File: src/rtl/riscv_pkg.sv
// Shared RISC-V core definitions: datapath width, canonical NOP and the
// fetch-to-decode entry format.
package riscv_pkg;

  localparam int unsigned XLEN = 32;
  localparam logic [XLEN-1:0] NOP_INSTR = 32'h0000_0013;

  typedef struct packed {
    logic [XLEN-1:0] instr;
    logic [XLEN-1:0] pc;
  } fetch_entry_t;

endpackage

File: src/rtl/fetch_fifo.sv
// In-order fetch buffer of {instr, pc}. The head is read straight from storage
// registers, so a pushed word becomes visible the cycle after the push.
module fetch_fifo
  import riscv_pkg::*;
#(
  parameter int unsigned DEPTH = 2,
  localparam int unsigned CW   = $clog2(DEPTH) + 1
) (
  input  logic         clk,
  input  logic         rst_n,
  input  logic         push_i,
  input  fetch_entry_t push_data_i,
  input  logic         pop_i,
  input  logic         flush_i,
  output fetch_entry_t head_o,
  output logic         head_valid_o,
  output logic [CW-1:0] count_o
);

  localparam int unsigned AW = $clog2(DEPTH);

  fetch_entry_t  mem_q [DEPTH];
  logic [AW-1:0] rd_q, rd_d;
  logic [AW-1:0] wr_q, wr_d;
  logic [CW-1:0] cnt_q, cnt_d;

  always_comb begin
    rd_d  = rd_q;
    wr_d  = wr_q;
    cnt_d = cnt_q;
    if (flush_i) begin
      rd_d  = '0;
      wr_d  = '0;
      cnt_d = '0;
    end else begin
      if (push_i) wr_d = wr_q + AW'(1);
      if (pop_i)  rd_d = rd_q + AW'(1);
      cnt_d = cnt_q + CW'(push_i) - CW'(pop_i);
    end
  end

  always_ff @(posedge clk or negedge rst_n) begin
    if (!rst_n) begin
      rd_q  <= '0;
      wr_q  <= '0;
      cnt_q <= '0;
    end else begin
      rd_q  <= rd_d;
      wr_q  <= wr_d;
      cnt_q <= cnt_d;
    end
  end

  // Storage needs no reset: the head is only consumed while the count is non-zero.
  always_ff @(posedge clk) begin
    if (push_i && !flush_i) mem_q[wr_q] <= push_data_i;
  end

  assign head_o       = mem_q[rd_q];
  assign head_valid_o = (cnt_q != '0);
  assign count_o      = cnt_q;

endmodule

File: src/rtl/fetch_unit.sv
// Instruction fetch front end: sequential PC generation, credit-limited memory
// requests, in-order response buffering and redirect flush toward decode.
module fetch_unit
  import riscv_pkg::*;
#(
  parameter logic [31:0] RESET_PC = 32'h0000_0000,
  parameter int unsigned DEPTH    = 2
) (
  input  logic        clk,
  input  logic        rst_n,
  output logic        imem_req_valid,
  input  logic        imem_req_ready,
  output logic [31:0] imem_req_addr,
  input  logic        imem_rsp_valid,
  input  logic [31:0] imem_rsp_data,
  output logic [31:0] instr,
  output logic [31:0] instr_pc,
  output logic        instr_valid,
  input  logic        instr_ready,
  input  logic        redirect_valid,
  input  logic [31:0] redirect_pc
);

  localparam int unsigned CW = $clog2(DEPTH) + 1;
  localparam logic [CW:0] DEPTH_C = (CW + 1)'(DEPTH);

  logic [XLEN-1:0] pc_q, pc_d;
  logic [XLEN-1:0] rsp_pc_q, rsp_pc_d;
  logic [CW-1:0]   out_q, out_d;
  logic [CW-1:0]   disc_q, disc_d;
  logic [CW-1:0]   fifo_count;
  logic [CW:0]     credit_used;
  logic            req_fire, rsp_take, push, pop, head_valid;
  logic [XLEN-1:0] redirect_aligned;
  fetch_entry_t    head;
  logic            unused_pc_bits;

  assign unused_pc_bits   = ^redirect_pc[1:0];
  assign redirect_aligned = {redirect_pc[31:2], 2'b00};

  assign credit_used    = {1'b0, out_q} + {1'b0, fifo_count};
  assign imem_req_valid = rst_n && !redirect_valid && (credit_used < DEPTH_C);
  assign imem_req_addr  = pc_q;

  assign req_fire = imem_req_valid && imem_req_ready;
  assign rsp_take = imem_rsp_valid && (out_q != '0);
  assign push     = rsp_take && (disc_q == '0) && !redirect_valid;
  assign pop      = head_valid && instr_ready && !redirect_valid;

  // rsp_pc_q tracks the PC of the next kept response; stale ones never advance it.
  always_comb begin
    pc_d     = pc_q;
    rsp_pc_d = rsp_pc_q;
    out_d    = out_q + CW'(req_fire) - CW'(rsp_take);
    disc_d   = disc_q;
    if (rsp_take && (disc_q != '0)) disc_d = disc_q - CW'(1);
    if (req_fire) pc_d = pc_q + 32'd4;
    if (push)     rsp_pc_d = rsp_pc_q + 32'd4;
    if (redirect_valid) begin
      pc_d     = redirect_aligned;
      rsp_pc_d = redirect_aligned;
      disc_d   = out_d;
    end
  end

  always_ff @(posedge clk or negedge rst_n) begin
    if (!rst_n) begin
      pc_q     <= RESET_PC;
      rsp_pc_q <= RESET_PC;
      out_q    <= '0;
      disc_q   <= '0;
    end else begin
      pc_q     <= pc_d;
      rsp_pc_q <= rsp_pc_d;
      out_q    <= out_d;
      disc_q   <= disc_d;
    end
  end

  fetch_fifo #(
    .DEPTH (DEPTH)
  ) u_fifo (
    .clk          (clk),
    .rst_n        (rst_n),
    .push_i       (push),
    .push_data_i  ('{instr: imem_rsp_data, pc: rsp_pc_q}),
    .pop_i        (pop),
    .flush_i      (redirect_valid),
    .head_o       (head),
    .head_valid_o (head_valid),
    .count_o      (fifo_count)
  );

  assign instr_valid = head_valid;
  assign instr       = head_valid ? head.instr : NOP_INSTR;
  assign instr_pc    = head_valid ? head.pc    : rsp_pc_q;

endmodule
File: config.mk
export PLATFORM = sky130hd
export DESIGN_NAME = fetch_unit
export DESIGN_NICKNAME = d
export VERILOG_FILES = /design/src/rtl/riscv_pkg.sv /design/src/rtl/fetch_fifo.sv /design/src/rtl/fetch_unit.sv
export SDC_FILE = /design/constraint.sdc
export NUM_CORES = 1
export LEC_CHECK = 0
export CORE_MARGIN = 2
export CORE_UTILIZATION = 47
export CTS_CLUSTER_DIAMETER = 30
export DETAILED_ROUTE_END_ITERATION = 8
export PLACE_DENSITY = 0.76
export SLEW_MARGIN = 10
export SYNTH_ARGS = -nofsm -noshare
export SYNTH_HDL_FRONTEND = slang
export SYNTH_SLANG_ARGS = --single-unit
File: constraint.sdc
create_clock -name clk -period 5.5 [get_ports clk]
set_clock_uncertainty 0.05 [all_clocks]
set_input_delay 0.825 -clock clk [delete_from_list [all_inputs] [get_ports clk]]
set_output_delay 0.825 -clock clk [all_outputs]
set_load 0.01 [all_outputs]
# After elaboration in Yosys (flattened, before gate mapping)
# Memories as Yosys holds them, arrays and structs flattened.
# Cells that the tools add are included.
# word_totals
ff_bits	72
latchBits	0
ramBits	128
romBits	0
in_bits	70
output_inout_bits	98
wordCells	53
n_memories	1
# mem_list
name	words	width	read_ports	rd_ports_with_merged_regs	wr	line_no	source
u_fifo.mem_q	2	64	1	0	1	fetch_fifo.sv:22	fetch_entry_t mem_q [DEPTH];
# classes
addsub	10
n_mul	0
div_mod_pow	0
n_lt_le_gt_ge	1
eq_ne	0
n_shift	0
mux	15
bitwise	0
reduce_logical	19
# ops
cell	count
32-bit two-way mux	6
32-bit by 3-bit adder with 32-bit output (second input constant)	2
2-bit nonzero test	7
1-bit logical AND	10
1-bit two-way mux	6
2-bit two-way mux	3
2-bit by 1-bit adder with 2-bit output	2
2-bit by 1-bit subtractor with 2-bit output	2
2-bit by 2-bit adder with 3-bit output	1
3-bit by 2-bit less-than comparator with 1-bit output (second input constant)	1
1-bit adder (second input constant)	2
2-bit zero test	1
2-bit by 1-bit subtractor with 2-bit output (second input constant)	1
1-bit zero test	1

# Logic depth before layout (Yosys ltp)
# Gate-level depths: netlist (run 1).
# logic_depth
ltp_word	7
depth_mapped	14
ltp_nobuf	11

# Cells and area by module
# From an unflattened synthesis (run 1), not the netlist that was laid out.
# hier_totals
cells_unflattened	690
hier_area_um2	9347.7
# by_module_without_submodules
mod	n_inst	cells_each	area_per_inst_um2	seq_area_each_um2
fetch_fifo	1	217	5037.3	3943.8
fetch_unit	1	473	4310.4	1601.5

# Worst setup path before layout (run 1)
# OpenSTA, ideal clock, no wires.
# synth_timing
kind	in2reg
start	input port redirect_valid
end	memory u_fifo.mem_q[0][10] (netlist bit), enable pin
setup_time_ns	0.559
arrival_ns	5.493
required_ns	4.891
setup_slack_ns	-0.602
stages	3
n_path_buf	2
cell_sequence	clkbuf_1 > clkbuf_1 > nor3_1
# synth_between
elab_chain_len	5
# synth_lines
item	line_no	source
start: declaration	fetch_unit.sv:20	input logic redirect_valid,
1-bit zero test (*)	fetch_fifo.sv:56, fetch_unit.sv:47	
1-bit logical AND	fetch_unit.sv:47	assign push = rsp_take && (disc_q == '0) && !redirect_valid;
1-bit logical AND (*)	fetch_fifo.sv:56	if (push_i && !flush_i) mem_q[wr_q] <= push_data_i;
1-bit two-way mux (*)	fetch_fifo.sv:56	
1-bit two-way mux (implied by the code) (*)	fetch_fifo.sv:56	
end: declaration	fetch_fifo.sv:22	
# Every way passes the cells marked *; elsewhere a longest branch is shown, timed or not.

# Worst setup path after layout (run 1)
# layout_timing
start	register u_fifo.cnt_q[1], in the netlist u_fifo.count_o[1]
end	output port instr[4]
# layout_between
elab_chain_len	2
# layout_lines
item	line_no	source
start: declaration	fetch_fifo.sv:25	logic [CW-1:0] cnt_q, cnt_d;
start signal: assignment	fetch_fifo.sv:50	cnt_q <= cnt_d;
2-bit nonzero test	fetch_fifo.sv:60	assign head_valid_o = (cnt_q != '0);
32-bit two-way mux	fetch_unit.sv:95	assign instr = head_valid ? head.instr : NOP_INSTR;
end: declaration	fetch_unit.sv:16	output logic [31:0] instr,
# No other way between the ends.

==> Flow_metrics.wiki, run 1 <==
{| class="wikitable"
! Metric !! Value
|-
| Final clock period utilization by the worst path || just under 70%
|-
| Pin count of the biggest net entering global routing || 69
|-
| Area of the mapped netlist || between 8000 and 9000 sq um
|-
| Highest-utilization routing layer at the global route stage || met2
|-
| Synthesized instance count || around 740
|-
| Final period demand of the worst path || 3.82 ns
|-
| Crit-path max FO || 56
|-
| Crit end category || primary output
|-
| Peak supply drop || approximately 0.21 mV
|-
| Flip-flop cell with the highest count after synthesis || edfxtp_1
|-
| Final #Nets || between 900 and 1k
|-
| Die Span X || between 100 and 150 um
|-
| Arrival time reported for the critical path endpoint || 2.94 ns
|-
| Die height || 140 um
|-
| Int Power || slightly below 0.003 W
|-
| TNS Setup || 0 ns
|-
| Routing usage on met3 || 4.96%
|-
| Leakage power || about 3.9 nW
|-
| Hold/Removal Path Class || reg2reg
|-
| Final number of hold-violating endpoints || 0
|-
| DPL Wire Length || 12600 um
|-
| Combined flip-flop and latch cell area || 5430 sq um
|-
| MaxCap Viol Count || 0
|-
| Post-synth top area share || between 40 and 50%
|-
| Flip-flop and latch count after synthesis || 192
|-
| Total global routing overflow || 0
|-
| TritonCTS clock tree || built
|-
| Part of the total power dissipated in sequential elements || 45.2%
|-
| Routability-driven placement congestion ratio || 0.817
|-
| Relative contribution of the clock network to total power || around 28%
|-
| Clock slew seen by the registers of the worst setup and hold paths || roughly 0.06 ns
|-
| TritonCTS Sinks || 192
|-
| Proportion of layout cells with a drive suffix above 1 || 6.03%
|-
| I/O pin count || about 170
|-
| Port Buffers || roughly 160
|-
| PnR worst setup slack || 1.68 ns
|-
| Pre-CTS setup slack || ~2.1 ns
|-
| GR met2 Demand/Resource || 30.7%
|-
| Count of different cell masters after synthesis || 54
|-
| Maximum frequency from static timing analysis || 0.262 GHz
|-
| Async S/R FF share, synth || between 30% and 40%
|-
| Routed wire length per instance || 17.0 um
|-
| Via count of the first global-routing pass || 5948
|-
| Drt pass-1 iters || 5
|-
| Synthesis Warnings || 0
|-
| Post-synth EDFFs || roughly 120
|-
| Total GRT Usage || just under 20%
|-
| Clock latency on the worst-skew pair || between 0.4 and 0.5 ns
|-
| Layout overhead on the synthesized area || 26.8%
|-
| Hold-fix buffer count after cts || 0
|-
| Top library cells by usage in the layout, fill and taps aside || 159 x clkdlybuf4s50_1, 124 x edfxtp_1, 109 x nand2_1, 67 x o21ai_0, 67 x dfrtp_1
|-
| Total number of H-tree levels || 4
|-
| Total of cells resized after clock tree synthesis || 0
|-
| Core area || between 15000 and 20000 sq um
|-
| Vias post-DR || 6163
|-
| Number of DRC violations after detailed routing || 0
|-
| Sequential element share of the synthesized area || about three fifths
|-
| Part of the power in combinational logic || 27.2%
|-
| Setup Buffers After CTS || 0
|-
| Most common cell after layout, fill and taps aside || clkdlybuf4s50_1
|-
| Initial Util || roughly half
|-
| Number of clock buffers inserted by TritonCTS || 17
|-
| Biggest area consumer among synthesized cells || edfxtp_1
|-
| Post-detailed-route count of antenna-violating nets || 0
|-
| Clock root cell || clkbuf_16
|-
| Pwr/cell area || roughly 380 nW/um^2
|-
| Number of pins exceeding their max-slew limit in the final report || 0
|-
| Switching Power || about 0.0012 W
|-
| Count of routing violations after the opening detailed-route iteration || 360
|-
| Top post-synthesis cells by area || edfxtp_1 43%, dfrtp_1 19%, mux2i_1 7.3%
|-
| Final setup violating endpoints || 0
|-
| # rows || just under 50
|-
| Average vias per placed instance || approximately 5.5
|-
| Unrepaired setup endpoints after global routing || false
|-
| WS Path Type || reg2out
|-
| Wirelength, routed || about 19000 um
|-
| Net switching share of the total power || 29.8%
|-
| Max-Slew Margin vs Limit || about 25%
|-
| Met1 Use GR || 28.2%
|-
| Average footprint of a synthesized cell || ~12 sq um
|-
| Die area || ~20000 sq um
|-
| Max Root-Sink Buffers || 2
|-
| Number of antenna diodes || 0
|-
| Kind of start point of the critical path || register
|-
| Combined area of the multi-input logic cells || ~3100 sq um
|-
| Result of the run || finished, final reports clean
|-
| Required time of the critical path || 4.62 ns
|-
| Number of antenna violations at the first check in global routing || 0
|-
| Actual slew at the worst max-slew pin || between 1 and 1.5 ns
|-
| Wire length of the first global-routing pass || 30700 um
|-
| Layout fillers || roughly 1.5k
|}
==> routing by layer <==
layer / part of all wire [%] / vias up / wire length (um)
met3: 6.3 / 19 / 1210
met5: 0 / - / 0
li1: - / 2974 / -
met1: 47 / 2962 / 8920
met2: 46 / 208 / 8730
met4: 1.3 / 0 / 241
==> power by group through the flow <==
stage	Clock (W)	Sequential (W)	Combinational (W)
3_5_place_dp	0	0.00191	0.00114
3_3_place_gp	0	0.00190	0.00113
5_1_grt	0.00123	0.00191	0.00124
4_1_cts	0.00117	0.00188	0.00115
6_report	0.00115	0.00188	0.00113
2_1_floorplan	0	0.00184	0.000630
==> through the flow <==
step | power, W | cell area, sq um | hold slack [ns] | cells | utilization (%)
after floorplan | 0.00247 | 8770 | 0.432 | 738 | -
after global placement | 0.00303 | 10500 | 0.475 | 1093 | 58.1
after detailed placement | 0.00306 | 10500 | 0.483 | 1093 | 58.1
after CTS | 0.00420 | 11100 | 0.500 | 1125 | 61.1
after global routing | 0.00438 | 11100 | 0.526 | 1125 | 61.1
final | 0.00416 | 11100 | 0.496 | 1125 | 61.1
==> flip-flops by register name, summed over array words and instances (netlist names) <==
register	cells
u_fifo.rd_q	1
u_fifo.count_o	2
rsp_pc_q	30
imem_req_addr	30
u_fifo.mem_q	124
u_fifo.wr_q	1
disc_q	2
out_q	2
==> path summary, 6_finish.rpt <==
check / endpoint / depth (start not counted) / start / slack (ns)
worst max register to register: disc_q[1] / 12 / out_q[0] / 2.28
worst max-delay path: instr[4] / 5 / u_fifo.count_o[1] / 1.68
worst min-delay path: u_fifo.mem_q[1][28] / 0 / rsp_pc_q[28] / 0.50
min in group asynchronous: imem_req_addr[26] / 2 / rst_n / 0.60
worst min register to register: u_fifo.mem_q[1][28] / 0 / rsp_pc_q[28] / 0.50
max in group asynchronous: u_fifo.rd_q / 2 / rst_n / 4.13
==> synthesized netlist by cell type (all sizes together), types with 10 or more instances <==
cell and instances:
mux2i 64, xnor2 22, o211ai 15, clkbuf 26, nor4 10, edfxtp 124
nand3 22, inv 11, o21ai 69, buf 15, xor2 16, dfrtp 68
nand2 109, nand4 18, nor2 50
==> logic make-up (layout without fill, tap and decap cells) <==
family          after synthesis  in the layout  share of synthesized area (%)
xor+xnor                     38             38                           3.80
fa+ha+maj                     8              8                           1.23
simple gates                261            261                           14.8
mux                          67             67                           7.71
buf+inv                      53            211                           2.62
other cells                   1              4                         0.0428
compound gates              115            115                           7.79
flops                       192            192                           62.0
==> final cells by class <==
cell class,count,share of cell area [%]
inverter,12,0.406
clock buffer,23,4.51
clock inverter,9,0.496
timing repair buffer,167,14.8
multi-input combinational,493,28.2
sequential,192,48.9
tap,229,2.58
==> critical path, stage by stage, from the launching register on <==
cell,delay (ns)
dfrtp_1,0.46
nor2_4,0.57
buf_4,0.58
inv_1,0.24
nand2_1,0.12
clkdlybuf4s50_1,0.54
Power figures use the tool's default switching activity.
==> run 2, diff against run 1 <==
--- a/config.mk
+++ b/config.mk
@@ -6,10 +6,10 @@
 export NUM_CORES = 1
 export LEC_CHECK = 0
 export CORE_MARGIN = 2
-export CORE_UTILIZATION = 47
+export CORE_UTILIZATION = 50
 export CTS_CLUSTER_DIAMETER = 30
 export DETAILED_ROUTE_END_ITERATION = 8
-export PLACE_DENSITY = 0.76
+export PLACE_DENSITY = 0.77
 export SLEW_MARGIN = 10
 export SYNTH_ARGS = -nofsm -noshare
 export SYNTH_HDL_FRONTEND = slang
==> constraint.sdc (replaced) <==
create_clock -name clk -period 4 [get_ports clk]
set_clock_uncertainty 0.05 [all_clocks]
set_input_delay 0.6 -clock clk [delete_from_list [all_inputs] [get_ports clk]]
set_output_delay 0.6 -clock clk [all_outputs]
set_load 0.01 [all_outputs]
==> run 2 against run 1 <==
Against the previous run: setup slack worse by 0.87 ns; flip-flop and latch count stayed put; register-to-register slack got worse by 1.2 ns; utilization rose by 4.2 points; cell area increased by 1.2%; largest cell class unchanged; worst hold slack lost 0.28 ns; die area shrank 5.8%; total power up 42%; critical path depth decreased by 1; clock power is 52% higher; sequential power grew 36%; combinational power is 42% higher.
==> Flow_metrics.wiki, run 2 (synthesis results as in run 1) <==
{| class="wikitable"
! Metric !! Value
|-
| Pin count of the biggest net entering global routing || 91 (+32%)
|-
| Crit end category || primary output
|-
| TNS Setup || 0 ns (unchanged)
|-
| Biggest register || u_fifo.mem_q
|-
| Initial Util || 51.0% (+2.7 points)
|-
| Peak supply drop || 0.357 mV (+66%)
|-
| Worst hold margin || 0.212 ns (-0.284 ns)
|-
| Final #Nets || 965 (+0.42%)
|-
| Wirelength, routed || 19200 um (+0.51%)
|-
| Total buffers and inverters traversed by the critical path || 2 (-1)
|-
| TritonCTS clock tree || built
|-
| Routed wire length per instance || 17.1 um (+0.51%)
|-
| TritonCTS Sinks || 192 (unchanged)
|-
| Count of routing violations after the opening detailed-route iteration || 374 (+3.9%)
|-
| Die Span X || 136 um (-3.0%)
|-
| Critical path's largest stage delay || 0.90 ns (+0.32 ns)
|-
| Cell with the largest stage delay on the worst path || dfrtp_4
|-
| Top library cells by usage in the layout, fill and taps aside || 159 x clkdlybuf4s50_1, 124 x edfxtp_1, 109 x nand2_1, 67 x o21ai_0, 67 x dfrtp_1
|-
| DPL Wire Length || 12800 um (+1.6%)
|-
| Setup Buffers After CTS || 0 (unchanged)
|-
| Final period demand of the worst path || roughly 3.2 ns
|-
| Total of cells resized after clock tree synthesis || 0 (unchanged)
|-
| Layout overhead on the synthesized area || 28.3%
|-
| Hold/Removal Path Class || in2async
|-
| Port Buffers || 161 (unchanged)
|-
| Number of DRC violations after detailed routing || 0 (unchanged)
|-
| Number of antenna violations at the first check in global routing || 0 (unchanged)
|-
| Max reg flops || 124 (unchanged)
|-
| I/O pin count || 168 (unchanged)
|-
| Final clock period utilization by the worst path || between 70 and 80%
|-
| Proportion of layout cells with a drive suffix above 1 || 6.44% (+0.42 points)
|-
| Required time of the critical path || 3.35 ns (-1.27 ns)
|-
| Result of the run || finished, final reports clean
|-
| Number of cell instances on the worst register-to-register path || 11 (-1)
|-
| Setup slack, reg-to-reg || 1.05 ns (-1.23 ns)
|-
| Total global routing overflow || 0 (unchanged)
|-
| Clock latency on the worst-skew pair || 0.42 ns (about the same)
|-
| Drt pass-1 iters || 5 (unchanged)
|-
| Unrepaired setup endpoints after global routing || false
|-
| WS Path Type || reg2out
|-
| Clock slew seen by the registers of the worst setup and hold paths || 0.07 ns (about the same)
|-
| Wire length of the first global-routing pass || 29800 um (-3.0%)
|-
| Hold-fix buffer count after cts || 0 (unchanged)
|-
| Vias post-DR || 6203 (+0.65%)
|-
| Total number of H-tree levels || 4 (unchanged)
|-
| Core area || 17200 sq um (-5.4%)
|-
| Maximum frequency from static timing analysis || approximately 0.31 GHz
|-
| Post-detailed-route count of antenna-violating nets || 0 (unchanged)
|-
| Power consumption || 0.00593 W (+42%)
|-
| Pwr/cell area || 528 nW/um^2 (+41%)
|-
| Startpoint of the worst register-to-register path || out_q[0]
|-
| Total GRT Usage || 20.8% (+1.1 points)
|-
| Leakage power || 3.93 nW (+1.3%)
|-
| Number of antenna diodes || 0 (unchanged)
|-
| Crit-path max FO || 39 (-30%)
|-
| Max Root-Sink Buffers || 2 (unchanged)
|-
| Family with the most delay on the worst path || buffers and inverters
|-
| Final setup violating endpoints || 0 (unchanged)
|-
| Number of clock buffers inserted by TritonCTS || 17 (unchanged)
|-
| Number of pins exceeding their max-slew limit in the final report || 0 (unchanged)
|-
| List of cells traversed by the critical path || buf_12, mux2i_1, o21ai_0, clkdlybuf4s50_1
|-
| Critical R2R Capture || disc_q[1]
|-
| Clock root cell || clkbuf_16
|-
| Die area || 18600 sq um (-5.8%)
|-
| Routability-driven placement congestion ratio || 0.843 (+3.2%)
|-
| Most common cell after layout, fill and taps aside || clkdlybuf4s50_1
|-
| Max-Slew Margin vs Limit || 48.4% (+24 points)
|-
| Kind of start point of the critical path || register
|-
| Average vias per placed instance || 5.51 (+0.65%)
|-
| Final number of hold-violating endpoints || 0 (unchanged)
|-
| Actual slew at the worst max-slew pin || 0.768 ns (-0.359 ns)
|-
| Die height || 136 um (-3.0%)
|-
| # rows || 48 (-2.0%)
|-
| MaxCap Viol Count || 0 (unchanged)
|-
| Arrival time reported for the critical path endpoint || 2.53 ns (-0.41 ns)
|-
| Via count of the first global-routing pass || 5968 (+0.34%)
|}
==> run 2: changes by cell type in the layout (fill, tap and decap cells not counted), sizes merged <==
cell,change
clkbuf,-6
clkinvlp,+2
bufinv,+4
buf,+4
==> run 2: where the power goes <==
part | switching (W) | internal, W | total, W
registers | 0.000222 | 0.00234 | 0.00256
logic | 0.000791 | 0.000823 | 0.00161
clock network | 0.000708 | 0.00104 | 0.00175
total | 0.00172 | 0.00420 | 0.00593
==> run 2: final cells by class <==
type,count,area (sq um)
Clock buffer,17,425
Clock inverter,15,193
Fill cell,1350,5950
Inverter,12,45.0
Multi-Input combinational cell,493,3130
Sequential cell,192,5430
Tap cell,225,282
Timing Repair Buffer,171,1730
==> run 2: worst max path at each step <==
stage | start | to | slack [ns] | cells past startpoint
after floorplan | redirect_valid | u_fifo.mem_q[0][10] | 0.02 | 3
after global placement | imem_rsp_valid | rsp_pc_q[24] | 1.06 | 6
after detailed placement | imem_rsp_valid | rsp_pc_q[24] | 1.04 | 6
after CTS | u_fifo.rd_q | instr_pc[30] | 0.74 | 4
after global routing | u_fifo.rd_q | instr_pc[31] | 0.65 | 4
final | u_fifo.rd_q | instr_pc[31] | 0.82 | 4
==> run 2: through the flow <==
stage	std cells	worst slack, ns	area (sq um)	util (%)
6_report	1125	0.817	11200	65.4
5_1_grt	1125	0.648	11200	65.4
4_1_cts	1125	0.744	11200	65.4
3_5_place_dp	1093	1.04	10600	61.8
3_3_place_gp	1093	1.06	10600	61.8
2_1_floorplan	738	0.0196	8770	-
==> run 2: layer usage <==
| metal | GRT usage [%] | vias up | part of all wire (%) |
|---|---|---|---|
| met2 | 33.0 | 240 | 46 |
| met3 | 5.03 | 17 | 7.7 |
| met4 | 5.90 | 0 | 1.3 |
| met1 | 28.9 | 2958 | 45 |
| met5 | 0 | - | 0 |
| li1 | - | 2988 | - |
==> run 2: worst register-to-register path, cell delays in order, from the launching register on <==
cell and delay (ns):
dfrtp_1 0.41, and2_1 0.18, fa_1 0.51, nor4b_4 0.37
and2_1 0.21, inv_2 0.22, ha_1 0.36, inv_1 0.04
ha_1 0.18, xnor2_1 0.20, nand2_1 0.07, nand2_1 0.08
